===== src/rtl/multicycle_control.sv =====
// rtl/multicycle_control.sv - Moore control FSM for the shared-memory multi-cycle datapath
//
// Ports:
//   clk, reset           rising-edge clock, synchronous active-high reset
//   opcode               instruction opcode from IR (stable outside FETCH)
//   mem_ready            memory finishes the current access this cycle
//   PCWrite..RegDst      single-bit datapath controls
//   PCSource, ALUSrcB, ALUOp  2-bit datapath mux/ALU selects
//   instr_done           one-cycle pulse when an instruction retires
//   illegal_op           one-cycle pulse when an undefined opcode is trapped
//   state                current state encoding (debug)
module multicycle_control #(
    parameter int                    OPCODE_W = 7,
    parameter logic [OPCODE_W-1:0]   OP_RTYPE = 0,
    parameter logic [OPCODE_W-1:0]   OP_ADDI  = 8,
    parameter logic [OPCODE_W-1:0]   OP_LW    = 35,
    parameter logic [OPCODE_W-1:0]   OP_SW    = 43,
    parameter logic [OPCODE_W-1:0]   OP_BEQ   = 4,
    parameter logic [OPCODE_W-1:0]   OP_J     = 2
) (
    input  logic                clk,
    input  logic                reset,
    input  logic [OPCODE_W-1:0] opcode,
    input  logic                mem_ready,
    output logic                PCWrite,
    output logic                PCWriteCond,
    output logic                IorD,
    output logic                MemRead,
    output logic                MemWrite,
    output logic                IRWrite,
    output logic                MemtoReg,
    output logic                ALUSrcA,
    output logic                RegWrite,
    output logic                RegDst,
    output logic [1:0]          PCSource,
    output logic [1:0]          ALUSrcB,
    output logic [1:0]          ALUOp,
    output logic                instr_done,
    output logic                illegal_op,
    output logic [3:0]          state
);

    typedef enum logic [3:0] {
        S_IDLE      = 4'd0,
        S_FETCH     = 4'd1,
        S_DECODE    = 4'd2,
        S_MEM_ADDR  = 4'd3,
        S_MEM_READ  = 4'd4,
        S_MEM_WB    = 4'd5,
        S_MEM_WRITE = 4'd6,
        S_EXEC_R    = 4'd7,
        S_EXEC_I    = 4'd8,
        S_ALU_WB_R  = 4'd9,
        S_ALU_WB_I  = 4'd10,
        S_BRANCH    = 4'd11,
        S_JUMP      = 4'd12,
        S_TRAP      = 4'd13
    } state_e;

    state_e state_q, state_d;

    always_ff @(posedge clk) begin
        if (reset) begin
            state_q <= S_IDLE;
        end else begin
            state_q <= state_d;
        end
    end

    assign state = state_q;

    always_comb begin
        state_d     = state_q;
        PCWrite     = 1'b0;
        PCWriteCond = 1'b0;
        IorD        = 1'b0;
        MemRead     = 1'b0;
        MemWrite    = 1'b0;
        IRWrite     = 1'b0;
        MemtoReg    = 1'b0;
        ALUSrcA     = 1'b0;
        RegWrite    = 1'b0;
        RegDst      = 1'b0;
        PCSource    = 2'b00;
        ALUSrcB     = 2'b00;
        ALUOp       = 2'b00;
        instr_done  = 1'b0;
        illegal_op  = 1'b0;

        case (state_q)
            S_IDLE: begin
                state_d = S_FETCH;
            end
            S_FETCH: begin
                // PC+4 and IR load only commit once the instruction word arrives
                MemRead = 1'b1;
                ALUSrcB = 2'b01;
                ALUOp   = 2'b10;
                PCWrite = mem_ready;
                IRWrite = mem_ready;
                if (mem_ready) state_d = S_DECODE;
            end
            S_DECODE: begin
                // speculative branch target computed while the opcode is decoded
                ALUSrcB = 2'b11;
                ALUOp   = 2'b10;
                if (opcode == OP_RTYPE)                        state_d = S_EXEC_R;
                else if (opcode == OP_ADDI)                    state_d = S_EXEC_I;
                else if (opcode == OP_LW || opcode == OP_SW)   state_d = S_MEM_ADDR;
                else if (opcode == OP_BEQ)                     state_d = S_BRANCH;
                else if (opcode == OP_J)                       state_d = S_JUMP;
                else                                           state_d = S_TRAP;
            end
            S_MEM_ADDR: begin
                ALUSrcA = 1'b1;
                ALUSrcB = 2'b10;
                ALUOp   = 2'b10;
                state_d = (opcode == OP_LW) ? S_MEM_READ : S_MEM_WRITE;
            end
            S_MEM_READ: begin
                MemRead = 1'b1;
                IorD    = 1'b1;
                if (mem_ready) state_d = S_MEM_WB;
            end
            S_MEM_WB: begin
                RegWrite   = 1'b1;
                MemtoReg   = 1'b1;
                instr_done = 1'b1;
                state_d    = S_FETCH;
            end
            S_MEM_WRITE: begin
                // a store retires in the cycle the memory accepts it
                MemWrite   = 1'b1;
                IorD       = 1'b1;
                instr_done = mem_ready;
                if (mem_ready) state_d = S_FETCH;
            end
            S_EXEC_R: begin
                ALUSrcA = 1'b1;
                state_d = S_ALU_WB_R;
            end
            S_EXEC_I: begin
                ALUSrcA = 1'b1;
                ALUSrcB = 2'b10;
                ALUOp   = 2'b10;
                state_d = S_ALU_WB_I;
            end
            S_ALU_WB_R: begin
                RegWrite   = 1'b1;
                RegDst     = 1'b1;
                instr_done = 1'b1;
                state_d    = S_FETCH;
            end
            S_ALU_WB_I: begin
                RegWrite   = 1'b1;
                instr_done = 1'b1;
                state_d    = S_FETCH;
            end
            S_BRANCH: begin
                ALUSrcA     = 1'b1;
                ALUOp       = 2'b01;
                PCWriteCond = 1'b1;
                PCSource    = 2'b01;
                instr_done  = 1'b1;
                state_d     = S_FETCH;
            end
            S_JUMP: begin
                PCWrite    = 1'b1;
                PCSource   = 2'b10;
                instr_done = 1'b1;
                state_d    = S_FETCH;
            end
            S_TRAP: begin
                // the faulting instruction is dropped; no retirement is reported
                illegal_op = 1'b1;
                state_d    = S_FETCH;
            end
            default: begin
                state_d = S_IDLE;
            end
        endcase
    end

endmodule


===== config.mk =====
export PLATFORM = sky130hd
export DESIGN_NAME = multicycle_control
export DESIGN_NICKNAME = d
export VERILOG_FILES = /design/src/rtl/multicycle_control.sv
export SDC_FILE = /design/constraint.sdc
export NUM_CORES = 1
export LEC_CHECK = 0
export CAP_MARGIN = 10
export CORE_MARGIN = 2
export CORE_UTILIZATION = 40
export DETAILED_ROUTE_END_ITERATION = 8
export DONT_BUFFER_PORTS = 1
export GPL_TIMING_DRIVEN = 0
export HOLD_SLACK_MARGIN = 0.15
export PLACE_DENSITY = 0.54
export SLEW_MARGIN = 20
export SYNTH_ARGS = -nofsm -noshare
export SYNTH_HDL_FRONTEND = slang
export SYNTH_SLANG_ARGS = --single-unit

===== constraint.sdc =====
create_clock -name clk -period 2.05 [get_ports clk]
set_clock_uncertainty 0.1 [all_clocks]
set_input_delay 0.205 -clock clk [delete_from_list [all_inputs] [get_ports clk]]
set_output_delay 0.205 -clock clk [all_outputs]
set_load 0.005 [all_outputs]

Word-level counts from Yosys, hierarchy flattened
Index checks and enable logic that the tools add are counted.
Widths: inputs -> output; s select.
{"block": "op_classes", "n_eq_ne": 21, "mux": 25, "reduce_logical": 12}
{"operator": "$pmux 4 s8", "n": 1}
{"operator": "$eq 4x4->1 const B", "n": 6}
{"operator": "$mux 4", "n": 6}
{"operator": "$eq 4x3->1 const B", "n": 4}
{"operator": "$eq 7x6->1 const B", "n": 2}
{"operator": "$mux 1", "n": 11}
{"operator": "$eq 4x2->1 const B", "n": 2}
{"operator": "$pmux 2 s2", "n": 2}
{"operator": "$reduce_or 4->1", "n": 2}
{"operator": "$eq 7x2->1 const B", "n": 1}
{"operator": "$eq 7x3->1 const B", "n": 1}
{"operator": "$eq 7x4->1 const B", "n": 1}
{"operator": "$logic_not 7->1", "n": 1}
{"operator": "$reduce_or 7->1", "n": 1}
{"operator": "$ne 2x2->1 const B", "n": 3}
{"operator": "$pmux 2 s3", "n": 1}
{"operator": "$reduce_or 2->1", "n": 3}
{"operator": "$reduce_or 5->1", "n": 1}
{"operator": "$eq 4x1->1 const B", "n": 1}
{"operator": "$logic_not 4->1", "n": 1}
{"operator": "$pmux 1 s2", "n": 2}
{"operator": "$mux 3", "n": 1}
{"operator": "$reduce_and 3->1", "n": 1}
{"operator": "$reduce_or 3->1", "n": 1}
{"operator": "2 further kinds", "n": 2}
{"block": "word_totals", "register_bits": 4, "input_bits": 10, "output_inout_bits": 22, "wordCells": 59}

Longest topological paths before layout
{"block": "depth", "depth_word": 7, "ltp_mapped": 6, "depth_no_buf": 4}

Worst setup path after synthesis
OpenSTA, ideal clock, no wires.
{"block": "synth_path", "path_type": "register to register", "startpoint": "register state_q[0], in the netlist state[0]", "endpoint": "register state_q[1], in the netlist state[1]", "setup_ns": 0.074, "arrival_time_ns": 1.682, "t_required_ns": 1.876, "setup_slack_ns": 0.194, "stages_incl_launch_ff": 6, "path_buffers": 1, "synth_period_minus_slack_ns": 1.856, "path_cell_list": "dfxtp_1 > buf_6 > or4b_4 > a31o_1 > or4_1 > a31oi_1"}
{"block": "synth_between", "elab_chain_len": 3, "word_cells_on_any_way": 20, "classes_between": "16 x eq/ne; 1 x mux; 3 x reduce/logical"}
{"item": "from (decl)", "line": "60", "rtl": "state_e state_q, state_d;"}
{"item": "from (signal assigned)", "line": "66", "rtl": "state_q <= state_d;"}
{"item": "$eq 4x4->1 (tied with other cells)", "line": "90", "rtl": "case (state_q)"}
{"item": "$reduce_or 7->1 (no source line) / $ne 2x2->1 (equally long branches)"}
{"item": "$pmux 4 s8 / $reduce_and 3->1 (equally long branches)"}
Several ways; a longest one is shown, not always the timed one.
A chain may end at the register's enable or synchronous reset.

Final worst setup path
{"block": "layout_path", "startpoint": "register state_q[1], in the netlist state[1]", "endpoint": "register state_q[1], in the netlist state[1]"}
Same word-level chain as after synthesis.

==> metrics.cfg <==
[status]
status=completed

[sta]
finalCritPeriodShare=0.952
tightestPinTransition_ns=0.463
tns_ns=0
timing.fmax_ghz=0.513
min_period_ns=1.95
worst_slack_ns=0.0992
max_slew_margin=0.687
slew_violations=0
finalHoldViolations=0
rsz0062_at_grt=no
setup_viol=0

[global_routing]
grt_max_degree=11
use_met1=0.250
antenna_found_initial=0
grt_overflow_total=0
grt_use_total=0.189
grt_pass1_vias=675
grt_use_met2=0.309
grt_pass1_wl_mm=2.82
grt.met3_usage=0.0750
grt-busiest-layer=met2

[clocking]
cts_max_level=1
clk_pin_slew_ns=0.03
cts_buffers=3
cts.path.max_buffers=2
tritoncts=done
clk_latency_ns=0.23
clock_sinks=4
root_buffer=clkbuf_4
cts_setup_buffers=0

[yosys]
yosys.area.top_type=dfxtp_1
yosysMostFrequentCell=nand2_1
synth_top_flop_cell=dfxtp_1
yosysSeqAreaShare=0.126
async_reset_ff_frac=0
syn_area_per_cell_um2=6.33
ys_top_cells_by_area=dfxtp_1 13%, nor3_1 7.9%, nand2_1 6.5%
synth_edf_count=0
ys_types=35
ys_seq_elements=4
synth_nets=110
syn_area_um2=633
yosys_warnings=0
synth_top_cell_area_share=0.126
netlist_top_cells_count=11 x nand2_1, 10 x nor3_1, 8 x a21oi_1, 8 x nor2_1
netlist_instances=100

[setup_path]
start_kind=flip-flop
crit_path_end_kind=flip-flop
cp_data_required_time_ns=2.11
slowest_delay_ns=0.49
critPathSlowestCell=or4b_4
cp.arrival_ns=2.01
path_cells=buf_2, or4b_4, a31o_1, or4_1, a31oi_1
crit_type=flip-flop to flip-flop
crit_fanout=10

[floorplanning]
dieArea_mm2=0.00192
initial_core_util=0.425
ios=32
die_y_um=43.8
fp.dieW_um=43.8
rows=14
core_mm2=0.00149

[cells_and_area]
areaGrowthSynthToFinish_pct=13.8
fill_cells=163
fin_cells=123
antenna-diode-count=0
drive_gt1_frac=0.121
largest_register_ffs=4
multiInputGateArea_um2=487
nets=119
ff_latch_area_um2=80.1

[place]
place.gp.congestion=0.796
port_buffers=0
dp_slack_ns=0.0997
place_inst=116
hpwl_mm=1.35

[flow_run]
drv_cap=0

[drt]
routed_wirelength_mm=1.75
dr_total_vias=729
antenna_left=0
wl_per_cell_um=14.3
drc_errors=0
vias_per_cell=5.93
drt_iter0_drc=19
drtPass1Iterations=4

[pwr]
powerDensity_mw_per_mm2=1320
power.leakage_nw=0.287
vdd_drop_max_v=0.000522

[min_path]
hold_class=input pin to flip-flop

logic make-up (layout without fill, tap and decap cells):
logic type                after synthesis  after routing  share of synthesized area
AOI/OAI and AO/OA                      24             24                      0.255
xor gates and xnor gates                4              4                     0.0553
buffers and inverters                  14             21                      0.105
DFF                                     4              4                      0.126
muxes                                   2              2                     0.0316
and+or+nand+nor                        52             52                      0.427
per-stage QoR:
step | util | power (mW) | instance area, um2 | hold WS (ns)
2_1_floorplan | - | 0.713 | 633 | 0.174
3_3_place_gp | 0.439 | 0.838 | 653 | 0.181
3_5_place_dp | 0.439 | 0.841 | 653 | 0.177
4_1_cts | 0.482 | 0.951 | 717 | 0.185
5_1_grt | 0.484 | 1.06 | 721 | 0.192
6_report | 0.484 | 0.954 | 721 | 0.195
worst max-delay path: cells and delay by family (launching register included):
| kind | cells | cell delay [ns] |
|---|---|---|
| and+or+nand+nor | 2 | 0.88 |
| AOI/OAI and AO/OA | 2 | 0.36 |
| buffers and inverters | 1 | 0.20 |
| DFF | 1 | 0.33 |
final cells by class:
cell class                 instances  share of cell area
buffer                             9              0.0729
clock buffer                       3              0.0313
inverter                           5              0.0260
multi-input combinational         82               0.675
sequential                         4               0.111
tap                               16              0.0278
timing repair buffer               4              0.0556
repair_timing:
item                                   in CTS  in global routing
gates cloned                                0                  0
hold buffers                                4                  0
endpoints found under the hold margin       4                  0
resized for setup                           1                  6
setup endpoints to repair                   2                  3
layer usage:
metal	wire [um]	vias to the layer above
li1	-	375
met1	830	329
met2	793	25
met3	130	0
met4	0	0
met5	0	-
layout by cell type, fill, tap and decap left out:
cell type,n
nor4_1,1
nand2b_1,2
nor2_1,8
a31oi_1,3
a21o_1,1
or3_1,1
dfxtp_1,4
buf_6,1
or4_1,2
inv_1,5
o311ai_0,1
o211a_1,1
nand4_1,1
dlygate4sd3_1,4
nor3_1,10
clkbuf_2,3
a211o_1,1
mux2i_1,2
buf_2,3
and3_1,3
o31a_1,1
nor3b_1,1
nor2b_1,5
clkbuf_1,1
a31o_1,1
o211ai_1,3
clkbuf_4,3
xnor2_1,3
o32ai_1,2
nand2_1,11
or4b_4,1
buf_4,1
xor2_1,1
a21oi_1,8
o21ai_0,2
or2_2,1
nand3_1,5
where the power goes:
part / internal, mW / switching, mW
Sequential: 0.112 / 0.0289
Clock: 0.0654 / 0.0310
Combinational: 0.281 / 0.436
Total: 0.458 / 0.496
path summary, 6_finish.rpt:
path	startpoint	cells after the start	end	slack (ns)
setup / recovery	state[1]$_SDFFE_PP0P_	5	state[1]$_SDFFE_PP0P_	0.1
hold / removal	opcode[6]	2	state[2]$_SDFFE_PP0P_	0.20
setup reg to reg	state[1]$_SDFFE_PP0P_	5	state[1]$_SDFFE_PP0P_	0.1
hold reg to reg	state[1]$_SDFFE_PP0P_	4	state[0]$_SDFFE_PP0P_	0.74
(Power assumes the default switching activity.)
